File: config.mk
export PLATFORM = sky130hd
export DESIGN_NAME = sdram_arbiter
export DESIGN_NICKNAME = d
export VERILOG_FILES = /design/src/rtl/sdram_arb_pkg.sv /design/src/rtl/sdram_arb_tag_fifo.sv /design/src/rtl/sdram_arbiter.sv
export SDC_FILE = /design/constraint.sdc
export NUM_CORES = 1
export LEC_CHECK = 0
export CORE_MARGIN = 8
export CORE_UTILIZATION = 30
export CTS_CLUSTER_SIZE = 16
export DETAILED_ROUTE_END_ITERATION = 6
export GPL_TIMING_DRIVEN = 0
export PLACE_DENSITY = 0.87
export SYNTH_ARGS = -nofsm -noshare
export SYNTH_HDL_FRONTEND = slang
export SYNTH_SLANG_ARGS = --single-unit
File: constraint.sdc
create_clock -name clk -period 6.4 [get_ports clk]
set_clock_uncertainty 0.15 [all_clocks]
set_input_delay 1.92 -clock clk [delete_from_list [all_inputs] [get_ports clk]]
set_output_delay 1.92 -clock clk [all_outputs]
set_load 0.1 [all_outputs]
File: src/rtl/sdram_arb_pkg.sv
// Shared types, widths and the round-robin pick helper
// for the SDRAM command arbiter.
package sdram_arb_pkg;

  localparam int ADDR_W      = 26;
  localparam int DATA_W      = 16;
  localparam int BURST_WORDS = 8;
  localparam int BEAT_W      = $clog2(BURST_WORDS);
  localparam int MAX_PORTS   = 8;

  typedef struct packed {
    logic        chip;
    logic [1:0]  bank;
    logic [12:0] row;
    logic [9:0]  col;
  } sdram_addr_t;

  typedef enum logic [1:0] {
    CMD_NONE  = 2'd0,
    CMD_READ  = 2'd1,
    CMD_WRITE = 2'd2
  } cmd_t;

  // One-hot grant: first set bit of req at or above ptr,
  // wrapping at n-1 back to 0.
  function automatic logic [MAX_PORTS-1:0] rr_pick(
    input logic [MAX_PORTS-1:0] req,
    input logic [2:0]           ptr,
    input logic [3:0]           n
  );
    logic [MAX_PORTS-1:0] gnt;
    logic [3:0]           idx;
    logic                 found;
    gnt   = '0;
    found = 1'b0;
    for (int k = 0; k < MAX_PORTS; k++) begin
      idx = {1'b0, ptr} + 4'(k);
      if (idx >= n)
        idx = idx - n;
      if (!found && (4'(k) < n) && req[idx[2:0]]) begin
        gnt[idx[2:0]] = 1'b1;
        found         = 1'b1;
      end
    end
    return gnt;
  endfunction

endpackage

File: src/rtl/sdram_arb_tag_fifo.sv
// Tag FIFO holding the owning port of each outstanding
// read burst, oldest at head.
module sdram_arb_tag_fifo #(
  parameter int DEPTH = 4,
  parameter int W     = 2
) (
  input  logic         clk,
  input  logic         reset,
  input  logic         push,
  input  logic [W-1:0] push_tag,
  input  logic         pop,
  output logic [W-1:0] head,
  output logic         full,
  output logic         empty
);

  localparam int AW = (DEPTH > 1) ? $clog2(DEPTH) : 1;

  logic [W-1:0]  mem [DEPTH];
  logic [AW-1:0] wr_ptr;
  logic [AW-1:0] rd_ptr;
  logic [AW:0]   count;
  logic          do_push;
  logic          do_pop;

  assign full    = (count == (AW+1)'(DEPTH));
  assign empty   = (count == '0);
  assign do_push = push & ~full;
  assign do_pop  = pop & ~empty;
  assign head    = mem[rd_ptr];

  function automatic logic [AW-1:0] bump(
    input logic [AW-1:0] p
  );
    return (p == AW'(DEPTH-1)) ? '0 : p + 1'b1;
  endfunction

  always_ff @(posedge clk or posedge reset) begin
    if (reset) begin
      wr_ptr <= '0;
      rd_ptr <= '0;
      count  <= '0;
      for (int i = 0; i < DEPTH; i++)
        mem[i] <= '0;
    end else begin
      if (do_push) begin
        mem[wr_ptr] <= push_tag;
        wr_ptr      <= bump(wr_ptr);
      end
      if (do_pop)
        rd_ptr <= bump(rd_ptr);
      case ({do_push, do_pop})
        2'b10:   count <= count + 1'b1;
        2'b01:   count <= count - 1'b1;
        default: count <= count;
      endcase
    end
  end

endmodule

File: src/rtl/sdram_arbiter.sv
// Round-robin SDRAM command arbiter with read-burst steering.
// Define SDRAM_ARB_PRIO0_EN to give port 0 fixed top priority.
module sdram_arbiter
  import sdram_arb_pkg::*;
#(
  parameter int NUM_PORTS = 4,
  parameter int TAG_DEPTH = 4
) (
  input  logic                        clk,
  input  logic                        reset,
  input  logic [NUM_PORTS-1:0]        req_read,
  input  logic [NUM_PORTS-1:0]        req_write,
  input  logic [NUM_PORTS*ADDR_W-1:0] req_addr,
  input  logic [NUM_PORTS*DATA_W-1:0] req_wdata,
  output logic [NUM_PORTS-1:0]        req_ack,
  output logic [DATA_W-1:0]           rd_data,
  output logic [NUM_PORTS-1:0]        rd_val,
  output logic                        mem_read,
  output logic                        mem_write,
  output logic [ADDR_W-1:0]           mem_addr,
  output logic [DATA_W-1:0]           mem_wdata,
  input  logic                        mem_cmd_ready,
  input  logic [DATA_W-1:0]           mem_rdata,
  input  logic                        mem_rdata_val,
  output logic                        err_orphan
);

  localparam int PORT_W =
    (NUM_PORTS > 1) ? $clog2(NUM_PORTS) : 1;

  logic [PORT_W-1:0]    rr_ptr;
  logic [PORT_W-1:0]    rr_next;
  logic [PORT_W-1:0]    gnt_idx;
  logic [PORT_W-1:0]    head;
  logic [NUM_PORTS-1:0] elig;
  logic [NUM_PORTS-1:0] grant;
  logic [MAX_PORTS-1:0] elig_pad;
  logic [MAX_PORTS-1:0] pick;
  logic                 unused_pick;
  logic                 grant_valid;
  logic                 accept;
  logic                 push;
  logic                 pop;
  logic                 full;
  logic                 empty;
  logic                 beat;
  logic                 owned;
  logic                 orphan;
  logic [BEAT_W-1:0]    beat_cnt;
  cmd_t                 cmd;
  sdram_addr_t          addr_sel;
  logic [DATA_W-1:0]    wdata_sel;

  // Reset gates eligibility so every output drops at once.
  assign elig = (req_read | req_write)
              & ~(req_read & {NUM_PORTS{full}})
              & {NUM_PORTS{~reset}};

  always_comb begin
    elig_pad = '0;
    elig_pad[NUM_PORTS-1:0] = elig;
`ifdef SDRAM_ARB_PRIO0_EN
    pick = '0;
    if (elig[0])
      pick[0] = 1'b1;
    else
      pick = rr_pick(
        elig_pad & {{(MAX_PORTS-1){1'b1}}, 1'b0},
        3'(rr_ptr), 4'(NUM_PORTS));
`else
    pick = rr_pick(elig_pad, 3'(rr_ptr), 4'(NUM_PORTS));
`endif
  end

  assign grant       = pick[NUM_PORTS-1:0];
  assign unused_pick = ^pick;
  assign grant_valid = |grant;
  assign accept      = grant_valid & mem_cmd_ready;
  assign req_ack     = grant & {NUM_PORTS{mem_cmd_ready}};

  always_comb begin
    gnt_idx   = '0;
    addr_sel  = '0;
    wdata_sel = '0;
    cmd       = CMD_NONE;
    for (int i = 0; i < NUM_PORTS; i++) begin
      if (grant[i]) begin
        gnt_idx   = PORT_W'(i);
        addr_sel  = req_addr[i*ADDR_W +: ADDR_W];
        wdata_sel = req_wdata[i*DATA_W +: DATA_W];
        cmd       = req_read[i] ? CMD_READ : CMD_WRITE;
      end
    end
  end

  assign mem_read  = (cmd == CMD_READ);
  assign mem_write = (cmd == CMD_WRITE);
  assign mem_addr  = addr_sel;
  assign mem_wdata = wdata_sel;
  assign push      = accept & mem_read;

  assign rr_next = (gnt_idx == PORT_W'(NUM_PORTS-1))
                 ? '0 : gnt_idx + 1'b1;

  assign beat   = mem_rdata_val & ~reset;
  assign owned  = beat & ~empty;
  assign orphan = beat & empty;
  assign pop    = owned
                & (beat_cnt == BEAT_W'(BURST_WORDS-1));

  assign rd_data = reset ? '0 : mem_rdata;

  always_comb begin
    rd_val = '0;
    if (owned)
      rd_val[head] = 1'b1;
  end

  sdram_arb_tag_fifo #(
    .DEPTH (TAG_DEPTH),
    .W     (PORT_W)
  ) u_tags (
    .clk      (clk),
    .reset    (reset),
    .push     (push),
    .push_tag (gnt_idx),
    .pop      (pop),
    .head     (head),
    .full     (full),
    .empty    (empty)
  );

  always_ff @(posedge clk or posedge reset) begin
    if (reset) begin
      rr_ptr     <= '0;
      beat_cnt   <= '0;
      err_orphan <= 1'b0;
    end else begin
`ifdef SDRAM_ARB_PRIO0_EN
      if (accept && gnt_idx != '0)
        rr_ptr <= rr_next;
`else
      if (accept)
        rr_ptr <= rr_next;
`endif
      if (owned)
        beat_cnt <= pop ? '0 : beat_cnt + 1'b1;
      if (orphan)
        err_orphan <= 1'b1;
    end
  end

endmodule

After elaboration in Yosys (flattened, before gate mapping). Index checks and enable logic that the tools add are counted.

Logic and storage cells: 147. Register bits after elaboration: 21. Output and inout bits: 69.

Bitwise operators: 22. Reduce and logical (&&, ||, !) cells: 15. Eq/ne operators: 9. Order comparisons: 17. Mux-type cells: 61. Add/sub/neg operators: 13.

Operators by type and width (count): $mux 26 (4); $mux 16 (5); $mux 2 (16); $mux 4 (5); $and 4x4->4 (4); $lt 3x4->1 const B (4); $or 4x4->4 (4); $ge 3x3->1 const B (5); $mux 3 (5); $mux 1 (13); $bmux 1 s3 (4); $demux 1 s3 (4); $ge 3x1->1 const B (4); $eq 2x2->1 const B (5); $logic_and 1x1->1 (9); $sub 3x3->3 const B (3); $and 1x1->1 (8); $bwmux 8 (1); $add 2x1->2 const B (3); $add 2x2->3 const B (2); $add 3x1->3 const B (2); $eq 3x3->1 const B (2); $not 2->3 (2); $pmux 3 s2 (1); 17 further kinds (22).

Depth between registers and ports, before layout. Gate-level depths: netlist of the first run.

Depth after elaboration: 26. Gate-level depth with buffers: 17. Depth with buffers taken out: 16.

Modules after synthesis. A second synthesis of the first run with hierarchy kept.

Cells, all modules: 345. Area total of the unflattened synthesis: 2876.5 um^2.

By module, submodules not included: sdram_arbiter (instances 1, cells an instance 283, area each 2078.2 um^2); sdram_arb_tag_fifo (instances 1, cells an instance 62, area each 798.3 um^2).

Worst setup path after synthesis of the first run. Ideal clock, no wire load.

Path type: input-to-output. From: in req_read[0]. To: out mem_addr[25]. Arrival: 5906 ps. Data required time: 4330 ps. Stages on the path: 9. Setup slack: -1576 ps. Cells stage by stage: and4bb_2 nor2_1 or3_1 o32a_1 or3_1 o221ai_2 clkbuf_1 a221oi_1 o21ai_0.

Cells in the longest elaborated chain, start to end: 20. Elaborated cells on any way between the ends: 33.

RTL lines: start, declared (RTL line sdram_arbiter.sv:11) `input logic [NUM_PORTS-1:0] req_read,`; $and 4x4->4 (RTL line sdram_arbiter.sv:56) `& ~(req_read & {NUM_PORTS{full}})`; $not 4->4 (RTL line sdram_arbiter.sv:56); $and 4x4->4 (*) (RTL line sdram_arbiter.sv:56); $and 4x4->4 (*) (RTL line sdram_arbiter.sv:57) `& {NUM_PORTS{~reset}};`; $bmux 1 s3 (RTL line sdram_arb_pkg.sv:40) `if (!found && (4'(k) < n) && req[idx[2:0]]) begin`; $mux 1 (not written as such) (RTL line sdram_arb_pkg.sv:40); $mux 1 (RTL line sdram_arb_pkg.sv:40); $logic_not 1->1 (RTL line sdram_arb_pkg.sv:40); [... 2 more ...]; $logic_not 1->1 (RTL line sdram_arb_pkg.sv:40); $logic_and 1x1->1 (RTL line sdram_arb_pkg.sv:40); $mux 1 (RTL line sdram_arb_pkg.sv:40); $logic_not 1->1 (RTL line sdram_arb_pkg.sv:40); $logic_and 1x1->1 (RTL line sdram_arb_pkg.sv:40); $mux 4 (*) (RTL line sdram_arb_pkg.sv:40); $mux 26 (3 in series) (RTL line sdram_arbiter.sv:87) `if (grant[i]) begin`; $mux 26 (*) (RTL line sdram_arbiter.sv:87); end, declared (RTL line sdram_arbiter.sv:20) `output logic [ADDR_W-1:0] mem_addr,`.

Every way passes the cells marked *; elsewhere a longest branch is shown, timed or not. The select of a mux whose other input is x is not followed.

Final worst setup path of the first run.
From: in req_read[0]. To: out mem_wdata[11].

Cells in the longest elaborated chain, start to end: 20. Elaborated cells on any way between the ends: 33.

RTL lines: $and 4x4->4 (RTL line sdram_arbiter.sv:56); $not 4->4 (RTL line sdram_arbiter.sv:56); $and 4x4->4 (*) (RTL line sdram_arbiter.sv:56); $and 4x4->4 (*) (RTL line sdram_arbiter.sv:57); $bmux 1 s3 (RTL line sdram_arb_pkg.sv:40); $mux 1 (not written as such) (RTL line sdram_arb_pkg.sv:40); $mux 1 (RTL line sdram_arb_pkg.sv:40); $logic_not 1->1 (RTL line sdram_arb_pkg.sv:40); [... 2 more ...]; $logic_not 1->1 (RTL line sdram_arb_pkg.sv:40); $logic_and 1x1->1 (RTL line sdram_arb_pkg.sv:40); $mux 1 (RTL line sdram_arb_pkg.sv:40); $logic_not 1->1 (RTL line sdram_arb_pkg.sv:40); $logic_and 1x1->1 (RTL line sdram_arb_pkg.sv:40); $mux 4 (*) (RTL line sdram_arb_pkg.sv:40); $mux 16 (3 in series) (RTL line sdram_arbiter.sv:87); $mux 16 (*) (RTL line sdram_arbiter.sv:87); end, declared (RTL line sdram_arbiter.sv:21) `output logic [DATA_W-1:0] mem_wdata,`.

Marked as above.

==> results of run 1 <==
[through the flow]
step / cells / utilization, %
2_1_floorplan: 417 / -
3_3_place_gp: 817 / 68.53
6_report: 878 / 87.76
5_1_grt: 878 / 87.76
4_1_cts: 855 / 83.48
3_5_place_dp: 817 / 68.53
[cell usage after synthesis (2+ instances only)]
master and n:
clkbuf_1 19, nor3b_1 2, dfrtp_1 21, buf_6 7, and4bb_2 4, xor2_1 2, o21ai_1 41, o31ai_2 2
mux2i_1 5, or3_1 3, and2_1 2, o22ai_1 2, a21oi_1 8, or2_2 4, o211a_1 2, nor3_1 7
nand3_1 2, nand4bb_1 2, o311ai_1 4, mux2_1 4, mux4_2 4, nor4_1 5, buf_2 3, a31o_2 2
ha_1 15, a221oi_1 42, o21ai_0 48, nor2_1 19, a211oi_1 6, a31oi_1 2, nand2_1 51, o32a_1 2
nor2b_1 18, buf_1 5, mux2_2 4, inv_1 20, nand3b_1 2
[cell families (layout without fill, tap and decap cells)]
| logic type | Yosys count | in the layout | synth area share, % |
|---|---|---|---|
| mux | 19 | 19 | 8.452 |
| flops | 21 | 21 | 16.59 |
| simple gates | 130 | 130 | 22.00 |
| other cells | 0 | 3 | 0 |
| xor+xnor | 3 | 3 | 0.8295 |
| compound gates | 172 | 172 | 37.05 |
| buf+inv | 56 | 378 | 8.531 |
| fa+ha+maj | 16 | 16 | 6.556 |
[worst max-delay path, delay by kind of cell]
family                 cells  cell delay, ns
and+or+nand+nor            4            1.14
AOI/OAI and AO/OA          4            0.92
buffers and inverters      4            0.59
[layer usage]
layer / vias to the layer above / global-route usage [%] / wire length (µm)
met1: 2551 / 32.67 / 8725
met3: 94 / 5.616 / 1507
li1: 2238 / - / -
met5: - / 0 / 0
met4: 0 / 11.23 / 1238
met2: 316 / 56.20 / 12420
[area by class of cell]
| type | instances | area share [%] |
|---|---|---|
| Multi-Input combinational cell | 340 | 43.71 |
| Sequential cell | 21 | 5.826 |
| Tap cell | 136 | 1.887 |
| Inverter | 21 | 0.9571 |
| Clock buffer | 3 | 0.4578 |
| Buffer | 34 | 5.854 |
| Antenna cell | 3 | 0.08323 |
| Timing Repair Buffer | 318 | 41.09 |
| Clock inverter | 1 | 0.08323 |
| Timing Repair inverter | 1 | 0.05549 |
[state kept, by name, summed over array words and instances (netlist names)]
| name | cells |
|---|---|
| err_orphan | 1 |
| u_tags.count | 3 |
| u_tags.mem | 8 |
| u_tags.rd_ptr | 2 |
| beat_cnt | 3 |
| rr_ptr | 2 |
| u_tags.wr_ptr | 2 |
[layout by cell type, fill, tap and decap left out, types with 3 or more instances in the layout]
cell type          n
a211oi_2           4
a21oi_1            7
a221oi_4          41
buf_12            49
buf_16            10
buf_2              6
buf_4             37
buf_6             15
buf_8              5
clkbuf_16         10
clkbuf_2           9
clkbuf_8           7
clkdlybuf4s50_1  193
clkinvlp_4         3
dfrtp_1           21
diode_2            3
dlygate4sd2_1      3
dlymetal6s2s_1     8
ha_1              14
inv_1             19
mux2_1             4
mux2_2             4
mux2i_1            4
mux4_2             4
nand2_1           51
nor2_1             7
nor2_2             6
nor2_4             7
nor2b_1           18
nor3_1             4
nor4_4             4
o21ai_0            7
o21ai_1           37
o21ai_2            3
o21ai_4           43
o311ai_1           3
or2_2              3
[timing repair]
| action | CTS | global route |
|---|---|---|
| pin swaps | 22 | 29 |
| resized for setup | 601 | 71 |
| cloned | 5 | 7 |
| endpoints found under the setup margin | 62 | 60 |
| setup buffers | 30 | 15 |
[worst max-delay path by stage]
| stage | start | end | slack [ns] | cells after the start |
|---|---|---|---|---|
| after global placement | req_read[3] | mem_wdata[3] | -1.97 | 12 |
| after detailed placement | req_read[3] | mem_wdata[3] | -2.13 | 12 |
| after floorplan | req_read[0] | mem_addr[25] | -0.21 | 10 |
| after global routing | req_read[3] | mem_wdata[11] | -0.31 | 14 |
| after CTS | req_read[0] | mem_wdata[8] | -0.23 | 13 |
| final | req_read[0] | mem_wdata[11] | -0.25 | 12 |
==> flow_metrics.env, run 1 <==
export IMPL_crit_chain="buf_12 > and4bb_4 > nor2_4 > or3_1 > o32a_1 > or3_4 > o221a_4 > buf_6 > buf_4 > o21ai_1 > o21ai_4 > buf_12"
export IMPL_grt_pass1_vias=5419
export IMPL_arrival_ns=4.58
export IMPL_cap_viol_max_count=0
export IMPL_area_delta_synth_final_pct=184.7
export IMPL_syn_nets=629
export IMPL_root_buffer="clkbuf_8"
export IMPL_dr_first_iter_drc_count=389
export IMPL_clock_sinks=21
export IMPL_grt_pass1_wl_mm=33.60
export IMPL_numCtsBuffers=3
export IMPL_ys_types=63
export IMPL_core_area_um2=10280
export IMPL_placed_cell_area_um2=7043
export IMPL_synth_ff_type="dfrtp_1"
export IMPL_syn_area_um2=3168
export IMPL_synth_edff_count=0
export IMPL_die_h_um=118.8
export IMPL_h_tree_depth=1
export IMPL_reg2reg_depth=18
export IMPL_hold_viol=0
export IMPL_final_area_um2=9020
export IMPL_antenna_found_initial=3
export IMPL_setup_ws_ns=-0.2536
export IMPL_design_die_area_um2=14100
export IMPL_wirelength_mm=23.89
export IMPL_seqCellArea_um2=525.5
export IMPL_hold_depth=1
export IMPL_drc=0
export IMPL_post_route_min_period_ns=6.654
export IMPL_synth_top_area_share_pct=16.59
export IMPL_worst_pin_slew_ns=1.020
export IMPL_die_w_um=118.8
export IMPL_grt_max_degree=14
export IMPL_wire_per_inst_um=27.21
export IMPL_hpwlAfterDp_mm=14.82
export IMPL_status="finished with violations"
export IMPL_setup_viol=44
export IMPL_slew_headroom_pct=31.79
export IMPL_synth_top_cell_by_area="dfrtp_1"
export IMPL_gp_congestion=0.9027
export IMPL_insertion_delay_ns=0.27
export IMPL_ys_ff_latch=21
export IMPL_worstSetupEndpointType="output pin"
export IMPL_grt_usage_pct=30.00
export IMPL_synthTopCellsByArea="dfrtp_1, a221oi_1, o21ai_0"
export IMPL_route_vias_total=5199
export IMPL_cpMostUsedCell="buf_12"
export IMPL_start_kind="input port"
export IMPL_ff2ff_setup_slack_ns=1.01
export IMPL_fill_cells=452
export IMPL_std_cell_rows=37
export IMPL_syn_inst=417
export IMPL_start_util_pct=30.83
export IMPL_io_buffers=264
export IMPL_viasPerCell=5.921
export IMPL_drtPass1Iterations=4
export IMPL_hold_buffers=0
export IMPL_multi_input_area_um2=3943
export IMPL_synth_avg_cell_area_um2=7.597
export IMPL_cp_slowest_cell="or3_1"
export IMPL_tns_ns=-8.885
export IMPL_yosysSeqAreaShare_pct=16.59
export IMPL_r2r_end="u_tags.count[2]"
export IMPL_critPathRequiredTime_ns=4.33
export IMPL_rr_startpoint="rr_ptr[0]"
export IMPL_cts_buffer_depth=2
export IMPL_cts_tree="done"
export IMPL_nets=952
export IMPL_pin_count=265
export IMPL_clock_fmax_ghz=0.1503
export IMPL_ant_nets=0
export IMPL_holdPathEnd="err_orphan"
export IMPL_place_ws_ns=-2.127
export IMPL_grt_remaining_overflow=0
export IMPL_async_flop_share_pct=100.0
export IMPL_rsz0062_at_grt="true"
export IMPL_drive_above_1_share_pct=42.08
export IMPL_crit_type="in -> out"
export IMPL_slew_violations=0
export IMPL_period_share_pct=104.0
export IMPL_hold_ws_ns=0.3361
export IMPL_critPathMaxStageDelay_ns=0.39
export IMPL_failed_checks="negative setup slack"
export IMPL_clk_pin_slew_ns=0.08
export IMPL_hp_start="err_orphan"
export IMPL_path_max_fanout=10
export IMPL_yosysWarningCount=0
export IMPL_hold_path_class="reg -> reg"
Power of run 1 is left out: the tool's default activity adds up to more than one toggle a clock period on the data nets, which glitch-free logic cannot reach.
==> inputs of run 2 (changes only) <==
--- a/config.mk
+++ b/config.mk
@@ -9,7 +9,6 @@
 export CORE_UTILIZATION = 30
 export CTS_CLUSTER_SIZE = 16
 export DETAILED_ROUTE_END_ITERATION = 6
-export GPL_TIMING_DRIVEN = 0
 export PLACE_DENSITY = 0.87
 export SYNTH_ARGS = -nofsm -noshare
 export SYNTH_HDL_FRONTEND = slang
==> flow_metrics.env, run 2 (same netlist as run 1, synthesis figures left out) <==
export IMPL_final_common_cell="clkdlybuf4s50_1"
export IMPL_top_register="u_tags.mem"
export IMPL_slew_violations=0
export IMPL_grt_max_degree=25
export IMPL_grt_pass1_wl_mm=33.91
export IMPL_hpwlAfterDp_mm=15.58
export IMPL_dp_cells=844
export IMPL_reg_top3="u_tags.mem: 8 flops, beat_cnt: 3 flops, u_tags.count: 3 flops"
export IMPL_status="finished with violations"
export IMPL_grt_usage_pct=30.26
export IMPL_place_ws_ns=-0.6654
export IMPL_insertion_delay_ns=0.27
export IMPL_pin_count=265
export IMPL_tns_ns=-14.07
export IMPL_failed_checks="design-rule violations, negative setup slack"
export IMPL_design_die_area_um2=14100
export IMPL_fill_cells=463
export IMPL_h_tree_depth=1
export IMPL_cts_buffer_depth=2
export IMPL_route_vias_total=5319
export IMPL_critPathRequiredTime_ns=4.33
export IMPL_gp_congestion=0.9140
export IMPL_final_cells=892
export IMPL_worst_pin_slew_ns=0.9722
export IMPL_viasPerCell=5.963
export IMPL_numCtsBuffers=3
export IMPL_hold_ws_ns=0.3279
export IMPL_io_buffers=264
export IMPL_worstSetupEndpointType="output pin"
export IMPL_start_kind="input port"
export IMPL_start_util_pct=30.83
export IMPL_rsz0062_at_grt="true"
export IMPL_clock_fmax_ghz=0.1474
export IMPL_clock_sinks=21
export IMPL_root_buffer="clkbuf_8"
export IMPL_std_cell_rows=37
export IMPL_mostFrequentLayoutCells="clkdlybuf4s50_1, buf_4, buf_12, nand2_1, o21ai_4"
export IMPL_cts_tree="done"
export IMPL_grt_pass1_vias=5555
export IMPL_wire_per_inst_um=26.20
export IMPL_path_max_fanout=5
export IMPL_crit_type="in -> out"
export IMPL_dr_first_iter_drc_count=429
export IMPL_largest_reg_flops=8
export IMPL_slew_headroom_pct=34.99
export IMPL_setup_viol=44
export IMPL_antenna_found_initial=1
export IMPL_nets=968
export IMPL_post_route_min_period_ns=6.786
export IMPL_hold_path_class="reg -> reg"
export IMPL_wirelength_mm=23.37
export IMPL_arrival_ns=4.72
export IMPL_period_share_pct=106.0
export IMPL_drive_above_1_share_pct=44.37
export IMPL_drc=1
export IMPL_core_area_um2=10280
export IMPL_clk_pin_slew_ns=0.07
export IMPL_ant_nets=0
export IMPL_area_delta_synth_final_pct=184.8
export IMPL_cap_viol_max_count=0
export IMPL_setup_ws_ns=-0.3856
export IMPL_hold_viol=0
export IMPL_die_w_um=118.8
export IMPL_grt_remaining_overflow=0
export IMPL_die_h_um=118.8
export IMPL_drtPass1Iterations=7
run 2: changes by cell type in the layout (fill, tap and decap cells not counted), moves of 5 or more:
cell	before	now
o21ai_0	7	35
dlymetal6s2s_1	8	0
buf_6	15	6
buf_2	6	1
buf_8	5	10
clkbuf_2	9	3
buf_12	49	67
o21ai_1	37	11
clkbuf_16	10	1
clkdlybuf4s50_1	193	188
buf_4	37	85
run 2: worst max-delay path, stage by stage:
cell and delay, ns:
buf_8 0.10, and4bb_4 0.22, nor4_1 0.38, a31oi_1 0.12
a21oi_2 0.30, buf_4 0.18, nor4_4 0.04, buf_4 0.15
nor3_4 0.24, nor2_4 0.06, buf_12 0.14, buf_12 0.13
buf_8 0.13, a221oi_4 0.30, o21ai_4 0.11, buf_12 0.18
run 2: worst paths after layout:
check | start | to | slack (ns) | cells past startpoint
worst max-delay path | req_read[0] | mem_addr[18] | -0.39 | 16
worst min-delay path | err_orphan | err_orphan | 0.33 | 1
worst max register to register | rr_ptr[0] | u_tags.count[2] | 1.47 | 19
worst min register to register | err_orphan | err_orphan | 0.33 | 1
max in group asynchronous | reset | u_tags.count[2] | 3.64 | 4
min in group asynchronous | reset | u_tags.mem[6] | 2.22 | 4
run 2: what timing repair did:
action | 4_1_cts | 5_1_grt
hold buffers | 0 | 0
setup buffers | 24 | 11
pin swaps | 49 | 27
gates cloned | 7 | 1
gates resized for setup | 113 | 35
endpoints found under the setup margin | 48 | 47
run 2: final cells by class:
type | instances | area [µm²] | area share [%]
Antenna cell | 1 | 2.502 | 0.02774
Clock buffer | 4 | 45.04 | 0.4992
Inverter | 21 | 78.83 | 0.8737
Multi-Input combinational cell | 342 | 3911 | 43.35
Sequential cell | 21 | 525.5 | 5.824
Tap cell | 136 | 170.2 | 1.886
Timing Repair Buffer | 367 | 4289 | 47.54
run 2: metrics by stage:
stage / util, % / area [µm²]
after floorplan: - / 4230
after global placement: 76.21 / 7833
after detailed placement: 76.21 / 7833
after CTS: 85.09 / 8745
after global routing: 87.79 / 9022
final: 87.79 / 9022
run 2: layer usage:
layer  share of wire [%]  up-vias  GRT usage, %
li1                    -     2274             -
met5                   0        -             0
met2                  52      314         56.66
met1                  35     2614         31.69
met4                 6.2        0         13.04
met3                 6.9      117         6.806
Power of run 2 is left out for the same reason.
